===== src/rtl/axioma_adc_trigger.sv =====
// axioma_adc_trigger
//
// ADC auto-trigger source selector and event arbiter. Selects one of eight
// trigger sources (ADTS encoding), detects rising edges of the selected flag,
// holds at most one pending trigger while the ADC is converting, flags lost
// events as overruns and counts issued triggers.
//
// Ports:
//   clk, reset_n          clock, asynchronous active-low reset
//   aden, adate           ADC enable / auto-trigger enable; both 1 = armed
//   adts[2:0]             trigger source select
//   adc_busy, adc_done    ADC status: converting / one-cycle completion pulse
//   src_*                 trigger source flags (levels)
//   overrun_clr           clears the sticky overrun flag
//   adc_trigger           registered one-cycle trigger pulse to the ADC
//   trig_pending          a trigger is held waiting for the ADC
//   overrun               sticky: an event was lost
//   trig_count[7:0]       wrapping count of issued triggers
//
// Build option: define AXIOMA_ADC_TRIG_SYNC_EN to pass src_int0 through a
// 2-flop synchronizer (adds two cycles of INT0 latency).

module axioma_adc_trigger (
  input  logic       clk,
  input  logic       reset_n,
  input  logic       aden,
  input  logic       adate,
  input  logic [2:0] adts,
  input  logic       adc_busy,
  input  logic       adc_done,
  input  logic       src_acomp,
  input  logic       src_int0,
  input  logic       src_t0_compa,
  input  logic       src_t0_ovf,
  input  logic       src_t1_compb,
  input  logic       src_t1_ovf,
  input  logic       src_t1_capt,
  input  logic       overrun_clr,
  output logic       adc_trigger,
  output logic       trig_pending,
  output logic       overrun,
  output logic [7:0] trig_count
);

  logic       int0_sel;
  logic [7:0] src_vec;
  logic       sel;
  logic       adts_changed;
  logic       event_det;
  logic       armed;
  logic       busy_eff;
  logic       issue;
  logic       overrun_set;

  logic [2:0] adts_q,    adts_d;
  logic       prev_q,    prev_d;
  logic       guard_q,   guard_d;
  logic       pending_q, pending_d;
  logic       trig_q,    trig_d;
  logic       overrun_q, overrun_d;
  logic [7:0] count_q,   count_d;

`ifdef AXIOMA_ADC_TRIG_SYNC_EN
  logic int0_s1_q, int0_s2_q;

  always_ff @(posedge clk or negedge reset_n) begin
    if (!reset_n) begin
      int0_s1_q <= 1'b0;
      int0_s2_q <= 1'b0;
    end else begin
      int0_s1_q <= src_int0;
      int0_s2_q <= int0_s1_q;
    end
  end

  assign int0_sel = int0_s2_q;
`else
  assign int0_sel = src_int0;
`endif

  // Index 0 carries adc_done so free-running mode shares the select path.
  assign src_vec = {src_t1_capt, src_t1_ovf, src_t1_compb, src_t0_ovf,
                    src_t0_compa, int0_sel, src_acomp, adc_done};
  assign sel     = src_vec[adts];

  assign adts_changed = (adts != adts_q);
  assign armed        = aden & adate;
  // guard bridges the cycle between issuing a trigger and the ADC going busy.
  assign busy_eff     = adc_busy | guard_q;

  always_comb begin
    if (adts_changed) begin
      event_det = 1'b0;
    end else if (adts == 3'd0) begin
      event_det = adc_done;
    end else begin
      event_det = sel & ~prev_q;
    end
  end

  always_comb begin
    adts_d      = adts;
    prev_d      = sel;
    issue       = 1'b0;
    overrun_set = 1'b0;
    pending_d   = pending_q;
    guard_d     = guard_q;

    if (!armed) begin
      pending_d = 1'b0;
      guard_d   = 1'b0;
    end else begin
      if (!busy_eff) begin
        if (pending_q) begin
          issue     = 1'b1;
          // A coincident event re-arms the pending slot.
          pending_d = event_det;
        end else if (event_det) begin
          issue = 1'b1;
        end
      end else if (event_det) begin
        if (pending_q) begin
          overrun_set = 1'b1;
        end else begin
          pending_d = 1'b1;
        end
      end

      if (issue) begin
        guard_d = 1'b1;
      end else if (adc_busy) begin
        guard_d = 1'b0;
      end
    end

    trig_d    = issue;
    overrun_d = overrun_set | (overrun_q & ~overrun_clr);
    count_d   = count_q + {7'd0, issue};
  end

  always_ff @(posedge clk or negedge reset_n) begin
    if (!reset_n) begin
      adts_q    <= 3'd0;
      prev_q    <= 1'b0;
      guard_q   <= 1'b0;
      pending_q <= 1'b0;
      trig_q    <= 1'b0;
      overrun_q <= 1'b0;
      count_q   <= 8'd0;
    end else begin
      adts_q    <= adts_d;
      prev_q    <= prev_d;
      guard_q   <= guard_d;
      pending_q <= pending_d;
      trig_q    <= trig_d;
      overrun_q <= overrun_d;
      count_q   <= count_d;
    end
  end

  assign adc_trigger  = trig_q;
  assign trig_pending = pending_q;
  assign overrun      = overrun_q;
  assign trig_count   = count_q;

endmodule


===== config.mk =====
export PLATFORM = sky130hd
export DESIGN_NAME = axioma_adc_trigger
export DESIGN_NICKNAME = d
export VERILOG_FILES = /design/src/rtl/axioma_adc_trigger.sv
export SDC_FILE = /design/constraint.sdc
export NUM_CORES = 1
export LEC_CHECK = 0
export CORE_ASPECT_RATIO = 1.1
export CORE_MARGIN = 10
export CORE_UTILIZATION = 25
export DETAILED_ROUTE_END_ITERATION = 16
export GPL_TIMING_DRIVEN = 0
export HOLD_SLACK_MARGIN = 0.06
export SKIP_CTS_REPAIR_TIMING = 1
export SLEW_MARGIN = 30
export SYNTH_ARGS = -nofsm -noshare
export SYNTH_HDL_FRONTEND = slang
export SYNTH_SLANG_ARGS = --single-unit

===== constraint.sdc =====
create_clock -name clk -period 3.5 [get_ports clk]
set_input_delay 0.7 -clock clk [delete_from_list [all_inputs] [get_ports clk]]
set_output_delay 0.7 -clock clk [all_outputs]
set_load 0.02 [all_outputs]

==> results of run 1 <==
where the power goes:
part           switching, mW  internal, mW
clock                 0.0577        0.0633
sequential           0.00453         0.193
combinational         0.0282        0.0349
cell usage after synthesis, types with 2 or more instances:
cell,number,area share [%]
sky130_fd_sc_hd__ha_1,2,3.4
sky130_fd_sc_hd__dfrtp_1,16,54
sky130_fd_sc_hd__nand2_1,3,1.5
sky130_fd_sc_hd__o21a_1,2,2.0
sky130_fd_sc_hd__mux2i_1,3,4.0
sky130_fd_sc_hd__nor3_1,3,2.0
sky130_fd_sc_hd__xor2_1,5,5.9
sky130_fd_sc_hd__and4_1,2,2.4
sky130_fd_sc_hd__nand3_1,2,1.3
sky130_fd_sc_hd__nand3b_1,2,2.0
sky130_fd_sc_hd__nor2_1,4,2.0
sky130_fd_sc_hd__xnor2_1,4,4.7
layout by cell type (no fill, tap or decap), types with 2 or more instances in the layout:
master,count
sky130_fd_sc_hd__and4_1,2
sky130_fd_sc_hd__clkbuf_4,3
sky130_fd_sc_hd__clkdlybuf4s50_1,27
sky130_fd_sc_hd__dfrtp_1,16
sky130_fd_sc_hd__ha_1,2
sky130_fd_sc_hd__mux2i_1,3
sky130_fd_sc_hd__nand2_1,3
sky130_fd_sc_hd__nand3_1,2
sky130_fd_sc_hd__nand3b_1,2
sky130_fd_sc_hd__nor2_1,4
sky130_fd_sc_hd__nor3_1,3
sky130_fd_sc_hd__o21a_1,2
sky130_fd_sc_hd__xnor2_1,4
sky130_fd_sc_hd__xor2_1,5
per-stage QoR:
step	util [%]	area (sq um)	hold slack (ps)	total power, mW
CTS	38.9	1090	484	0.389
global route	38.9	1090	502	0.406
floorplan	-	743	404	0.226
global placement	37.6	1050	462	0.263
finish	38.9	1090	477	0.381
detailed placement	37.6	1050	468	0.265
routing by layer:
metal / part of all wire, % / track usage [%] / routed length [microns]
met1: 48 / 8.06 / 850
met3: 11 / 3.47 / 200
met2: 39 / 9.63 / 704
met4: 1.6 / 2.91 / 29
met5: 0 / 0 / 0
final cells by class:
cell class | count | area, sq um
Fill cell | 296 | 1710
Inverter | 1 | 3.75
Timing Repair Buffer | 27 | 270
Multi-Input combinational cell | 44 | 328
Tap cell | 33 | 41.3
Clock buffer | 4 | 36.3
Buffer | 1 | 11.3
Sequential cell | 16 | 400
path summary, 6_finish.rpt:
check	endpoint	slack [ps]	cells after the start
max	trig_count[6]	610	12
min	trig_count[7]	480	1
max reg2reg	trig_count[6]	1330	9
min reg2reg	trig_count[7]	480	1
max in group asynchronous	trig_pending	2220	1
min in group asynchronous	trig_count[0]	840	1
worst reg2reg max path, cell delays in order, from the launching register on:
cell,delay (ps)
sky130_fd_sc_hd__dfrtp_1,390
sky130_fd_sc_hd__xor2_1,140
sky130_fd_sc_hd__nor3_1,320
sky130_fd_sc_hd__o21a_1,240
sky130_fd_sc_hd__o21a_1,150
sky130_fd_sc_hd__ha_1,190
sky130_fd_sc_hd__ha_1,190
sky130_fd_sc_hd__and3_1,210
sky130_fd_sc_hd__nand3_1,100
sky130_fd_sc_hd__xnor2_1,130
sequential cells by signal, indices dropped and copies added, names as in the netlist:
| signal | flops |
|---|---|
| guard_q | 1 |
| overrun | 1 |
| trig_pending | 1 |
| prev_q | 1 |
| adts_q | 3 |
| adc_trigger | 1 |
| trig_count | 8 |
kinds of logic (layout without fill, tap and decap cells):
kind of cell    after synthesis  count (layout)  share of synthesized area (%)
compound gates                9               9                           10.4
xor+xnor                      9               9                           10.6
fa+ha+maj                     2               2                           3.37
buf+inv                       2              33                           2.02
flops                        16              16                           53.9
mux                           3               3                           4.04
simple gates                 21              21                           15.7
==> tab_implementation.tex, run 1 <==
\begin{tabular}{lr}
\hline
Metric & Value \\
\hline
\multicolumn{2}{l}{\textbf{Critical path}} \\
Critical Path RT & about 3700 ps \\
Total buffers and inverters traversed by the critical path & 2 \\
Arrival time at the worst endpoint & 3110 ps \\
Startpoint of the worst register-to-register path & adts\_q[1] \\
Critical path start-end classification & in -> reg \\
CP peak stage delay & just under 500 ps \\
Worst setup path start & adts[0] \\
Crit end category & register \\
Type of element launching the critical path & primary input \\
Slowest library cell on the worst path & sky130\_fd\_sc\_hd\_\_clkdlybuf4s50\_1 \\
Dominant delay contributor by cell family on the critical path & buffers and inverters \\
Critical Path, Cell by Cell & clkdlybuf4s50\_1 -> buf\_6 -> mux2i\_1 -> a32oi\_1 -> and4\_1 -> o21a\_1 -> o21a\_1 -> ha\_1 -> ha\_1 -> and3\_1 -> nand3\_1 -> xnor2\_1 \\
Maximum net fanout on the critical path & 7 \\
\multicolumn{2}{l}{\textbf{Floorplan}} \\
Area enclosed by the die boundary & around 5600 sq um \\
Area of the placeable core & $\sim$2800 sq um \\
Standard-cell rows & 20 \\
Die height & 77.2 microns \\
Die X & approximately 72 microns \\
I/O pin count & 28 \\
Initial core utilization & 26.5\% \\
\multicolumn{2}{l}{\textbf{GRT}} \\
Antenna violations before repair & 0 \\
Global-route wire length before repair & about 3000 microns \\
Overall global routing resource usage & around 6.7\% \\
Via count of the first global-routing pass & roughly 630 \\
Pin count of the biggest net entering global routing & 17 \\
Remaining Overflow, GRT & 0 \\
\multicolumn{2}{l}{\textbf{Worst hold path}} \\
Kind of path behind the tightest hold check & reg -> reg \\
Beginning of the worst hold path & trig\_count[7] \\
\multicolumn{2}{l}{\textbf{Synthesis}} \\
Post-synth ARST share & 100\% \\
Portion of the post-synthesis area used by sequential elements & 53.9\% \\
Synth Net Count & between 80 and 90 \\
Number of enable flip-flop cells after synthesis & 0 \\
Warnings from Yosys & 0 \\
Synth cell types & 26 \\
Mapped cell area & 743 sq um \\
Commonest register cell after synthesis & sky130\_fd\_sc\_hd\_\_dfrtp\_1 \\
Synth Register Bits & 16 \\
Average cell area after synthesis & around 12 sq um \\
Synthesized instance count & between 60 and 70 \\
\multicolumn{2}{l}{\textbf{Power and ir drop}} \\
Worst ir drop on vdd & approximately 0.00025 V \\
Power per unit of standard cell area & between 300 and 400 nW/um\^{}2 \\
P\_leak & 0.479 nW \\
\multicolumn{2}{l}{\textbf{Routing}} \\
Post-detailed-route via-to-cell ratio & $\sim$4.7 \\
Post-detailed-route DRC marker count & 0 \\
Via Count & around 600 \\
Routed wire length per instance & roughly 14 microns \\
Count of routing violations after the opening detailed-route iteration & 36 \\
Total Wirelength & $\sim$1800 microns \\
TritonRoute pass-1 iters & 2 \\
Count of nets left with antenna violations after detail routing & 0 \\
\multicolumn{2}{l}{\textbf{Cells and area}} \\
Fraction of layout cells with a size suffix above 1 & under 10\% \\
Fin cells & roughly 130 \\
Number of nets in the layout & 113 \\
Total inserted antenna cells & 0 \\
Growth of design area from synthesis to finish & 46.8\% \\
\multicolumn{2}{l}{\textbf{Timing}} \\
Fin crit share & about 83\% \\
Maximum achievable frequency & around 350 MHz \\
Worst Clk Skew & 1.36 ps \\
Hold Fails Final Rpt & 0 \\
Slew at the pin with the worst max-slew slack & between 700 and 800 ps \\
Unrepaired setup endpoints after global routing & false \\
Worst max-slew margin expressed relative to the limit & between 50 and 60\% \\
Final period demand of the worst path & slightly below 3000 ps \\
Setup total negative slack & 0 ps \\
Finish-stage setup viols & 0 \\
Number of slew-limit violations in the final report & 0 \\
Final WS setup & between 600 and 700 ps \\
\multicolumn{2}{l}{\textbf{Placed design}} \\
Instance count after placement with tap cells included & $\sim$120 \\
Number of buffers added on ports & 27 \\
DPL Wire Length & 1390 microns \\
Placer congestion estimate & approximately 0.67 \\
Pre-CTS worst setup slack & 297 ps \\
\multicolumn{2}{l}{\textbf{Job}} \\
Max-Cap Viols & 0 \\
\multicolumn{2}{l}{\textbf{Clock tree}} \\
CTS Buf Count & 3 \\
Root buffer selected by CTS & sky130\_fd\_sc\_hd\_\_clkbuf\_4 \\
Clock Path Buffers & 2 \\
TritonCTS clock tree & built \\
H-tree levels & 1 \\
Clock latency reported for the late side of the worst-skew pair & $\sim$280 ps \\
Reg clk slew, reported paths & about 90 ps \\
Number of clock sinks seen by CTS & 16 \\
\multicolumn{2}{l}{\textbf{Status}} \\
Outcome & finished, final reports clean \\
\hline
\end{tabular}
Note: power is estimated with default switching activity, not from simulation.
==> run 2, diff against run 1 <==
==> constraint.sdc (replaced) <==
create_clock -name clk -period 3 [get_ports clk]
set_input_delay 0.6 -clock clk [delete_from_list [all_inputs] [get_ports clk]]
set_output_delay 0.6 -clock clk [all_outputs]
set_load 0.02 [all_outputs]
==> results of run 2 <==
The final DEF is identical to that of run 1. Status: finished, final reports clean.
Among the figures that moved: setup slack after placement 297 ps -> -103 ps; setup slack after layout 605 ps -> 205 ps; register-to-register setup slack 1330 ps -> 830 ps; total power 0.381 mW -> 0.445 mW; worst IR drop on VDD 0.000247 V -> 0.000288 V
==> RTL change 1 (config.mk and constraints of run 1) <==
Add a define of `AXIOMA_ADC_TRIG_SYNC_EN`.
--- a/src/rtl/axioma_adc_trigger.sv
+++ b/src/rtl/axioma_adc_trigger.sv
@@ -20,4 +20,6 @@
 // Build option: define AXIOMA_ADC_TRIG_SYNC_EN to pass src_int0 through a
 // 2-flop synchronizer (adds two cycles of INT0 latency).
+
+`define AXIOMA_ADC_TRIG_SYNC_EN
 
 module axioma_adc_trigger (
Function: changed (Yosys sat finds a counterexample within 4 cycles, from zero or initial values and one cycle with reset_n low).
==> RTL change 1 against run 1 <==
  * Via count is 0.84% higher
  * Total power increased by 7.5%
  * Count of clock-buffer cells in the layout unchanged
  * Wire length about the same
  * Combinational power is 1% higher
  * Setup slack worse by 0.013 ns
  * Sequential cell count increased by 2
  * Largest power group unchanged
  * Utilization down 1.4 points
  * Clock power increased by 3%
  * Final area up 4.7%
  * Synthesized area grew 6.7%
  * First-iteration DRC count down 56%
  * Die area increased by 4.9%
==> RTL change 1: results <==
metrics = {
    "cells_and_area": {
        "regArea_um2": 450,
        "layout-drive-gt1-share_pct": 9.47,
        "buffer_area_share_pct": 24.6,
        "diodes": 0,
        "nFillCells": 307,
        "clk_share_pct": 3.18,
        "final_nets": 115,
        "multi_input_area_share_pct": 28.7,
    },
    "drt": {
        "avgRoutedWirePerCell_um": 13.8,
        "drt_iter0_drc": 16,
        "drt-total-wl_um": 1790,
        "firstDrtPassIters": 4,
        "num_vias": 597,
    },
    "min_path": {
        "min_to": "int0_s2_q$_DFF_PN0_",
        "hp-start": "int0_s1_q$_DFF_PN0_",
        "hold_depth": 0,
    },
    "global_routing": {
        "grt.met3_usage_pct": 4.85,
        "grt_use_met2_pct": 8.53,
        "grt_usage_pct": 6.09,
        "grt_use_met1_pct": 6.72,
        "grt_pass1_wl_um": 2860,
        "grt_max_degree": 19,
        "grt_pass1_vias": 644,
    },
    "worst_setup_path": {
        "crit_arrival_ns": 3.12,
        "max_stage_delay_ns": 0.50,
    },
    "sta": {
        "fin_skew_ns": 0.00345,
        "worst_pin_slew_ns": 0.791,
    },
    "floorplanning": {
        "fp-row-count": 21,
    },
    "power_and_ir_drop": {
        "p_leak_uw": 0.000502,
        "peakVddDrop_mv": 0.201,
    },
    "logic_synthesis": {
        "synthMuxAreaShare_pct": 3.79,
        "synth-seq-cells": 18,
        "yosysSeqAreaShare_pct": 56.8,
        "synth_fa_ha_area_share_pct": 3.15,
        "syn_inst": 64,
        "syn_nets": 83,
        "netlist_top_cells_count": "dfrtp_1, xor2_1, nor2_1, xnor2_1",
        "synth_xor_area_share_pct": 9.94,
        "synth_compound_area_share_pct": 9.78,
    },
    "place": {
        "dp_cells": 125,
        "dpl_cell_area_um2": 1110,
        "gp_congestion": 0.669,
        "dpl.hpwl_um": 1380,
    },
    "status": {
        "status": "finished, final reports clean",
    },
}
RTL change 1: cell types whose count changed after synthesis, sizes merged:
cell	change
dfrtp	+2
RTL change 1: routing by layer:
metal / vias to the layer above / share of wire, %
li1: 292 / -
met1: 283 / 41
met2: 22 / 44
met3: 0 / 15
met4: 0 / 0
met5: - / 0
RTL change 1: metrics by stage:
stage / hold slack (ns) / util (%) / setup WS [ns]
after detailed placement: 0.352 / 36.3 / 0.286
after floorplan: 0.331 / - / 1.02
after global placement: 0.333 / 36.3 / 0.331
after CTS: 0.376 / 37.5 / 0.588
after global routing: 0.379 / 37.5 / 0.438
final: 0.371 / 37.5 / 0.593
RTL change 1: logic make-up after synthesis:
kind of cell | count (synthesis)
compound gates | 9
xor+xnor | 9
fa+ha+maj | 2
buf+inv | 2
flops | 18
mux | 3
simple gates | 21
RTL change 1: report_power, final:
part,total [µW],leakage (µW),switching (µW),internal (µW)
sequential,222,0.000236,4.59,217
combinational,63.8,0.000245,28.8,35.0
clock,125,0.0000210,61.2,63.3
==> RTL change 2 (config.mk and constraints of run 1) <==
Made on the original files. Register the output `trig_count` once more, without a reset; this adds one clock of latency there. The other outputs are not delayed to match.
--- a/src/rtl/axioma_adc_trigger.sv
+++ b/src/rtl/axioma_adc_trigger.sv
@@ -162,5 +162,7 @@
   assign trig_pending = pending_q;
   assign overrun      = overrun_q;
-  assign trig_count   = count_q;
+  always_ff @(posedge clk) begin
+    trig_count <= count_q;
+  end
 
 endmodule
Check against the original RTL: not equivalent (a bounded check fails within 4 cycles, from zero or initial values and one cycle with reset_n low).
==> RTL change 2 against run 1 <==
  * Clock skew barely moved
  * Wire length increased by 6.2%
  * Sequential power up 50%
  * Total power rose by 31%
  * Sequential cell count up 8
  * Synthesized area increased by 22%
  * Utilization is 1.7 points lower
  * Non-clock buffer count did not move
  * Setup slack gained 0.019 ns
  * Combinational power down 0.8%
  * Final area is 16% higher
==> RTL change 2: results <==
metrics = {
    "status": {
        "status": "finished, final reports clean",
    },
    "worst_setup_path": {
        "crit_arrival_ns": 3.12,
        "r2r-end": "count_q[6]$_DFF_PN0_",
        "ff2ff_setup_slack_ns": 1.30,
    },
    "place": {
        "dpl.hpwl_um": 1580,
        "gp_congestion": 0.735,
        "dpl_cell_area_um2": 1230,
    },
    "global_routing": {
        "grt_use_met1_pct": 5.47,
        "grt_pass1_wl_um": 3210,
        "grt_pass1_vias": 684,
        "grt_use_met2_pct": 11.3,
    },
    "logic_synthesis": {
        "synth_fa_ha_area_share_pct": 2.77,
        "synth.area.top_cells": "dfrtp_1, dfxtp_1, xor2_1",
        "ys_types": 27,
        "synth_xor_area_share_pct": 8.73,
        "netlist_top_cells_count": "dfrtp_1, dfxtp_1, xor2_1",
        "yosysSeqAreaShare_pct": 62.0,
    },
    "cells_and_area": {
        "nFillCells": 368,
        "final_nets": 121,
    },
    "drt": {
        "via_per_inst": 4.23,
        "met3_length_um": 75,
        "avgRoutedWirePerCell_um": 12.7,
        "wl_met2_um": 1090,
    },
    "sta": {
        "worst_pin_slew_ns": 0.701,
    },
    "min_path": {
        "min_to": "trig_count[0]$_DFF_P_",
        "hold_depth": 0,
    },
    "power_and_ir_drop": {
        "intPower_uw": 387,
        "peakVddDrop_mv": 0.150,
        "p_leak_uw": 0.000544,
    },
}
==> RTL change 2: worst max-delay path by stage <==
stage,start,end,cells past startpoint
detailed placement,adts[0],count_q[6]$_DFF_PN0_,12
finish,adts[0],count_q[6]$_DFF_PN0_,12
floorplan,adts[0],count_q[6]$_DFF_PN0_,11
global placement,adts[0],count_q[6]$_DFF_PN0_,12
CTS,adts[0],count_q[6]$_DFF_PN0_,12
global route,adts[1],count_q[6]$_DFF_PN0_,10
==> RTL change 2: through the flow <==
step	worst slack, ns	hold slack (ns)	cells	power, µW
after global placement	0.305	0.357	145	363
after detailed placement	0.264	0.363	145	364
after floorplan	1.01	0.351	70	324
after CTS	0.600	0.393	149	508
after global routing	0.456	0.414	149	527
final	0.625	0.391	149	499
==> RTL change 2: layout make-up <==
cell class | instances | share of cell area, %
Buffer | 1 | 0.887
Clock buffer | 4 | 2.86
Inverter | 1 | 0.296
Multi-Input combinational cell | 44 | 25.8
Sequential cell | 24 | 44.1
Tap cell | 48 | 4.73
Timing Repair Buffer | 27 | 21.3
